### src/rtl/adder16_arbiter_pkg.sv
// Shared definitions for the adder16_arbiter slice.
//  - ADDER_W : datapath width of the shared adder
//  - state_t : transaction FSM encoding (IDLE -> EXEC -> RESP -> IDLE)
package adder16_arbiter_pkg;

  localparam int ADDER_W = 16;

  typedef enum logic [1:0] {
    ST_IDLE = 2'd0,
    ST_EXEC = 2'd1,
    ST_RESP = 2'd2
  } state_t;

endpackage

### src/rtl/adder16_arbiter_adder.sv
// Ripple-carry adder used as the single shared datapath.
// Ports:
//  a, b  in   W  operands
//  sum   out  W  (a+b) mod 2^W
//  cout  out  1  carry out of the top bit
module ripple_adder #(
  parameter int W = 16
) (
  input  logic [W-1:0] a,
  input  logic [W-1:0] b,
  output logic [W-1:0] sum,
  output logic         cout
);

  logic [W:0] carry_s;

  assign carry_s[0] = 1'b0;

  for (genvar i = 0; i < W; i++) begin : g_fa
    assign sum[i]       = a[i] ^ b[i] ^ carry_s[i];
    assign carry_s[i+1] = (a[i] & b[i]) | (carry_s[i] & (a[i] ^ b[i]));
  end

  assign cout = carry_s[W];

endmodule

### src/rtl/adder16_arbiter_rr_arbiter.sv
// Purely combinational round-robin arbiter.
// Ports:
//  req       in   NUM_REQ  request vector
//  rr_ptr    in   ID_W     index with highest priority this round
//  grant_oh  out  NUM_REQ  one-hot grant (all zero when no request)
//  grant_idx out  ID_W     index of the granted requester
//  any_req   out  1        at least one request is present
module rr_arbiter #(
  parameter int NUM_REQ = 4,
  parameter int ID_W    = 2
) (
  input  logic [NUM_REQ-1:0] req,
  input  logic [ID_W-1:0]    rr_ptr,
  output logic [NUM_REQ-1:0] grant_oh,
  output logic [ID_W-1:0]    grant_idx,
  output logic               any_req
);

  logic            found_s;
  logic [ID_W-1:0] idx_s;

  // Search upward from rr_ptr with wrap; the first set request wins.
  always_comb begin
    grant_oh  = '0;
    grant_idx = '0;
    found_s   = 1'b0;
    idx_s     = '0;
    for (int k = 0; k < NUM_REQ; k++) begin
      idx_s = ID_W'((int'(rr_ptr) + k) % NUM_REQ);
      if (!found_s && req[idx_s]) begin
        found_s         = 1'b1;
        grant_idx       = idx_s;
        grant_oh[idx_s] = 1'b1;
      end else begin
        found_s = found_s;
      end
    end
  end

  assign any_req = |req;

endmodule

### src/rtl/adder16_arbiter.sv
// Shares one 16-bit ripple adder among NUM_REQ requesters.
// A round-robin grant accepts one operand pair in IDLE, the adder runs from the
// operand registers in EXEC, and the tagged result is held in RESP until taken.
// Ports:
//  clk        in   1            rising-edge clock
//  rst_n      in   1            synchronous reset, active low
//  req_valid  in   NUM_REQ      requester i has an operand pair
//  req_ready  out  NUM_REQ      one-hot accept strobe (combinational, IDLE only)
//  req_a      in   16*NUM_REQ   operand A, requester i at [16*i+15:16*i]
//  req_b      in   16*NUM_REQ   operand B, same packing
//  rsp_valid  out  1            result available
//  rsp_ready  in   1            consumer takes result
//  rsp_id     out  ID_W         index of the served requester
//  rsp_sum    out  16           (a+b) mod 2^16
//  rsp_cout   out  1            carry out of bit 15
module adder16_arbiter
  import adder16_arbiter_pkg::*;
#(
  parameter int NUM_REQ = 4,
  parameter int ID_W    = 2
) (
  input  logic                       clk,
  input  logic                       rst_n,
  input  logic [NUM_REQ-1:0]         req_valid,
  output logic [NUM_REQ-1:0]         req_ready,
  input  logic [ADDER_W*NUM_REQ-1:0] req_a,
  input  logic [ADDER_W*NUM_REQ-1:0] req_b,
  output logic                       rsp_valid,
  input  logic                       rsp_ready,
  output logic [ID_W-1:0]            rsp_id,
  output logic [ADDER_W-1:0]         rsp_sum,
  output logic                       rsp_cout
);

  state_t               state_r;
  state_t               state_next_s;
  logic [ID_W-1:0]      rr_ptr_r;
  logic [ID_W-1:0]      rr_ptr_next_s;
  logic [ID_W-1:0]      grant_r;
  logic [ADDER_W-1:0]   op_a_r;
  logic [ADDER_W-1:0]   op_b_r;
  logic                 rsp_valid_r;
  logic [ID_W-1:0]      rsp_id_r;
  logic [ADDER_W-1:0]   rsp_sum_r;
  logic                 rsp_cout_r;

  logic [NUM_REQ-1:0]   arb_oh_s;
  logic [ID_W-1:0]      arb_idx_s;
  logic                 any_req_s;
  logic                 accept_s;
  logic [ADDER_W-1:0]   add_sum_s;
  logic                 add_cout_s;
  logic [ADDER_W-1:0]   a_slice_s [NUM_REQ];
  logic [ADDER_W-1:0]   b_slice_s [NUM_REQ];

  // Unpack the flat operand buses into per-requester words.
  for (genvar i = 0; i < NUM_REQ; i++) begin : g_slice
    assign a_slice_s[i] = req_a[ADDER_W*i +: ADDER_W];
    assign b_slice_s[i] = req_b[ADDER_W*i +: ADDER_W];
  end

  rr_arbiter #(
    .NUM_REQ (NUM_REQ),
    .ID_W    (ID_W)
  ) u_arb (
    .req       (req_valid),
    .rr_ptr    (rr_ptr_r),
    .grant_oh  (arb_oh_s),
    .grant_idx (arb_idx_s),
    .any_req   (any_req_s)
  );

  // The adder sees only the operand registers, never the request ports.
  ripple_adder #(
    .W (ADDER_W)
  ) u_add (
    .a    (op_a_r),
    .b    (op_b_r),
    .sum  (add_sum_s),
    .cout (add_cout_s)
  );

  // Accept only in IDLE and never while reset is held.
  assign accept_s = (state_r == ST_IDLE) && any_req_s && rst_n;

  // Served requester drops to lowest priority; non-power-of-two counts wrap explicitly.
  assign rr_ptr_next_s = (grant_r == ID_W'(NUM_REQ - 1)) ? '0 : grant_r + ID_W'(1);

  // Accept strobe for the granted requester.
  always_comb begin
    req_ready = '0;
    if (accept_s) begin
      req_ready = arb_oh_s;
    end else begin
      req_ready = '0;
    end
  end

  // Next-state logic for the transaction FSM.
  always_comb begin
    state_next_s = state_r;
    case (state_r)
      ST_IDLE: begin
        if (any_req_s) begin
          state_next_s = ST_EXEC;
        end else begin
          state_next_s = ST_IDLE;
        end
      end
      ST_EXEC: begin
        state_next_s = ST_RESP;
      end
      ST_RESP: begin
        if (rsp_ready) begin
          state_next_s = ST_IDLE;
        end else begin
          state_next_s = ST_RESP;
        end
      end
      default: begin
        state_next_s = ST_IDLE;
      end
    endcase
  end

  // FSM state register.
  always_ff @(posedge clk) begin
    if (!rst_n) begin
      state_r <= ST_IDLE;
    end else begin
      state_r <= state_next_s;
    end
  end

  // Operand capture, result registers and round-robin pointer.
  always_ff @(posedge clk) begin
    if (!rst_n) begin
      rr_ptr_r    <= '0;
      grant_r     <= '0;
      op_a_r      <= '0;
      op_b_r      <= '0;
      rsp_valid_r <= 1'b0;
      rsp_id_r    <= '0;
      rsp_sum_r   <= '0;
      rsp_cout_r  <= 1'b0;
    end else begin
      case (state_r)
        ST_IDLE: begin
          if (any_req_s) begin
            op_a_r  <= a_slice_s[arb_idx_s];
            op_b_r  <= b_slice_s[arb_idx_s];
            grant_r <= arb_idx_s;
          end
        end
        ST_EXEC: begin
          rsp_sum_r   <= add_sum_s;
          rsp_cout_r  <= add_cout_s;
          rsp_id_r    <= grant_r;
          rsp_valid_r <= 1'b1;
        end
        ST_RESP: begin
          if (rsp_ready) begin
            rsp_valid_r <= 1'b0;
            rr_ptr_r    <= rr_ptr_next_s;
          end
        end
        default: begin
          rsp_valid_r <= 1'b0;
        end
      endcase
    end
  end

  assign rsp_valid = rsp_valid_r;
  assign rsp_id    = rsp_id_r;
  assign rsp_sum   = rsp_sum_r;
  assign rsp_cout  = rsp_cout_r;

endmodule

### config.mk
export PLATFORM = sky130hd
export DESIGN_NAME = adder16_arbiter
export DESIGN_NICKNAME = d
export VERILOG_FILES = /design/src/rtl/adder16_arbiter_pkg.sv /design/src/rtl/adder16_arbiter_adder.sv /design/src/rtl/adder16_arbiter_rr_arbiter.sv /design/src/rtl/adder16_arbiter.sv
export SDC_FILE = /design/constraint.sdc
export NUM_CORES = 1
export LEC_CHECK = 0
export CORE_MARGIN = 4
export CORE_UTILIZATION = 25
export DETAILED_ROUTE_END_ITERATION = 6
export SLEW_MARGIN = 10
export SYNTH_ARGS = -nofsm -noshare
export SYNTH_HDL_FRONTEND = slang
export SYNTH_SLANG_ARGS = --single-unit
### constraint.sdc
create_clock -name clk -period 5.75 [get_ports clk]
set_input_delay 1.15 -clock clk [delete_from_list [all_inputs] [get_ports clk]]
set_output_delay 1.15 -clock clk [all_outputs]
set_load 0.02 [all_outputs]
==> results.py <==
metrics = {
    "clocking": {
        "numCtsBuffers": 9,
        "clock-root-buffer": "clkbuf_16",
        "holdBufCountCts": 0,
        "cts_sinks": 58,
        "worstSkewPairLatency_ns": 0.32,
        "clock_path_buffers": 2,
        "post_cts_buffers": 0,
        "cts_tree": "yes",
        "cts.clk_slew.worst_paths_ns": 0.05,
        "htreeDepth": 3,
    },
    "outcome": {
        "status": "complete, but fails checks",
        "violations": "DRC, setup timing",
    },
    "global_route": {
        "grt_pass1_wl_mm": 23.6,
        "overflow": 0,
        "grt_usage_pct": 15.1,
        "grt_max_degree": 58,
        "antenna_found_initial": 0,
        "grt_pass1_vias": 4247,
    },
    "worst_setup_path": {
        "crit_fanout": 2,
        "arrival_ns": 6.31,
        "crit_path_start_kind": "register",
        "crit_required_ns": 6.01,
        "endpoint_kind": "register",
        "rr_worst_depth": 21,
        "criticalPathCategory": "register to register",
    },
    "logic_synthesis": {
        "synth-edff-count": 0,
        "syn_area_um2": 4380,
        "avgSynthCellArea_um2": 8.75,
        "synth-main-ff-cell": "dfxtp_1",
        "synthCells": 501,
        "synthDistinctLibCells": 41,
        "synth-seq-cells": 58,
        "syn_nets": 660,
        "synth_area_leaders": "dfxtp_1 26%, a221oi_2 9.9%, nand2_1 8.8%, mux2i_1 8.2%, o21ai_0 7.8%",
        "synth_top_area_share_pct": 26.5,
        "synth_warnings": 0,
        "async_reset_ff_share_pct": 0,
        "yosysTopAreaCell": "dfxtp_1",
        "yosysSeqAreaShare_pct": 26.5,
    },
    "die": {
        "num_io_pins": 159,
        "die_x_um": 140,
        "start_util_pct": 25.4,
        "row_count": 48,
        "design.core.area_um2": 17200,
        "dieArea_um2": 19700,
        "chipHeight_um": 140,
    },
    "finish": {
        "regArea_um2": 1160,
        "drive_gt1_share_pct": 14.3,
        "post-route-util_pct": 37.2,
        "fill_cells": 1704,
        "stdcell_area_um2": 6410,
        "multi_input_area_um2": 3000,
        "area_growth_pct": 46.4,
        "nNetsFinal": 789,
        "n_antenna_cell": 0,
    },
    "placement": {
        "io_buffers": 158,
        "dpl_cell_area_um2": 6130,
        "place_hpwl_mm": 11.7,
        "place.gp.congestion": 0.796,
    },
    "power": {
        "power_leakage_nw": 2.33,
        "ir_worst_vdd_uv": 145,
        "p_per_area_nw_per_um2": 249,
    },
    "detailed_routing": {
        "drtPass1Iterations": 7,
        "drc": 2,
        "vias": 4376,
        "drtIter0Drc": 376,
        "wirelength_mm": 15.2,
        "postRouteAntennaNets": 0,
        "wl_per_cell_um": 17.8,
        "vias_per_cell": 5.11,
    },
    "timing": {
        "drv_slew": 0,
        "clock_skew_ns": 0.00528,
        "max_freq_mhz": 165,
        "worst_slack_ns": -0.296,
        "slew_headroom_pct": 43.6,
        "hold_viol_final": 0,
        "min_period_ns": 6.05,
        "setup_viol": 2,
        "worst_pin_slew_ns": 0.847,
        "fin_tns_setup_ns": -0.366,
        "final.period_utilization_pct": 105,
        "grt_setup_unrepaired": "yes",
    },
    "flow_run": {
        "cap_violations": 0,
    },
    "worst_hold_path": {
        "hold_depth": 2,
        "hp-class": "register to register",
    },
}
## cells in the mapped netlist (all sizes together) (4+ instances only)
cell and instances:
o211a 5, o21a 4, a21oi 4, ha 9
fa 15, dfxtp 58, a221oi 36, clkbuf 38
nor2b 5, mux2i 36, o21ai 69, buf 14
a22oi 5, nor2 13, nand2 103, a21boi 16
a222oi 32, inv 11
## state kept, by name (all words and copies together) (netlist names)
name,flops
op_b_r,16
rsp_sum,16
rr_ptr_r,2
rsp_valid,1
state_r,2
rsp_id,2
rsp_cout,1
grant_r,2
op_a_r,16
## report_power, final
part / internal (W) / switching (W) / total [W]
Sequential: 0.000465 / 0.0000522 / 0.000518
Clock: 0.000316 / 0.000164 / 0.000479
Combinational: 0.000284 / 0.000314 / 0.000598
Total: 0.00107 / 0.000530 / 0.00159
## what timing repair did
item,4_1_cts,5_1_grt
endpoints found under the setup margin,2,3
hold endpoints to repair,0,0
gates cloned,0,0
gates resized for setup,8,1
## layout by cell type, fill, tap and decap left out, drive strengths merged, types with 9 or more instances in the layout
master         Yosys  routed
a21boi            16      16
a221oi            36      36
a222oi            32      32
buf               14      13
clkbuf            38      12
clkdlybuf4s50      0     157
dfxtp             58      58
fa                15      15
ha                 9       9
inv               11      11
mux2i             36      36
nand2            103     103
nor2              13      13
o21ai             69      69
## routing by layer
| metal | track usage, % | share of wire [%] | routed length, um |
|---|---|---|---|
| met3 | 4.10 | 5.6 | 848 |
| met1 | 19.2 | 44 | 6700 |
| met4 | 3.37 | 1.2 | 182 |
| met2 | 25.5 | 49 | 7520 |
| met5 | 0 | 0 | 0 |
## cell families after synthesis
family,after synthesis,share of synthesized area (%)
flip-flops,58,26.5
AO/OA/AOI/OAI,176,33.4
buffers and inverters,63,6.82
multiplexers,42,10.5
AND/OR/NAND/NOR,138,13.3
adder cells (fa/ha/maj),24,9.42
## per-stage QoR
step	total power (W)	cells	setup slack (ns)	hold WS (ns)
5_1_grt	0.00170	856	-0.450	0.489
4_1_cts	0.00162	856	-0.300	0.466
3_5_place_dp	0.00113	844	-0.327	0.460
3_3_place_gp	0.00112	844	-0.252	0.457
6_report	0.00159	856	-0.296	0.460
2_1_floorplan	0.000874	501	-0.111	0.453
## final cells by class
class	count	area share, %
flip-flops and latches	58	18.1
multi-input cells	380	46.7
repair buffers	170	26.0
well taps	225	4.39
inverters	11	0.644
clock buffers	12	4.15
## critical path, stage by stage (launching register included)
cell	delay, ns
dfxtp_2	0.32
ha_2	0.18
inv_2	0.05
fa_2	0.18
inv_2	0.04
fa_2	0.33
fa_2	0.36
fa_2	0.35
fa_2	0.35
fa_2	0.35
fa_2	0.35
fa_2	0.35
fa_2	0.36
fa_2	0.35
fa_2	0.35
fa_2	0.35
fa_2	0.35
fa_2	0.34
inv_2	0.06
fa_2	0.43
nand2_2	0.06
o211a_1	0.13
## worst paths after layout
path,to,slack (ns),startpoint
hold / removal,rsp_id[0],0.46,rsp_id[0]
setup / recovery,rsp_sum[15],-0.30,op_a_r[0]
hold reg to reg,rsp_id[0],0.46,rsp_id[0]
setup reg to reg,rsp_sum[15],-0.30,op_a_r[0]
Power figures use the tool's default switching activity.
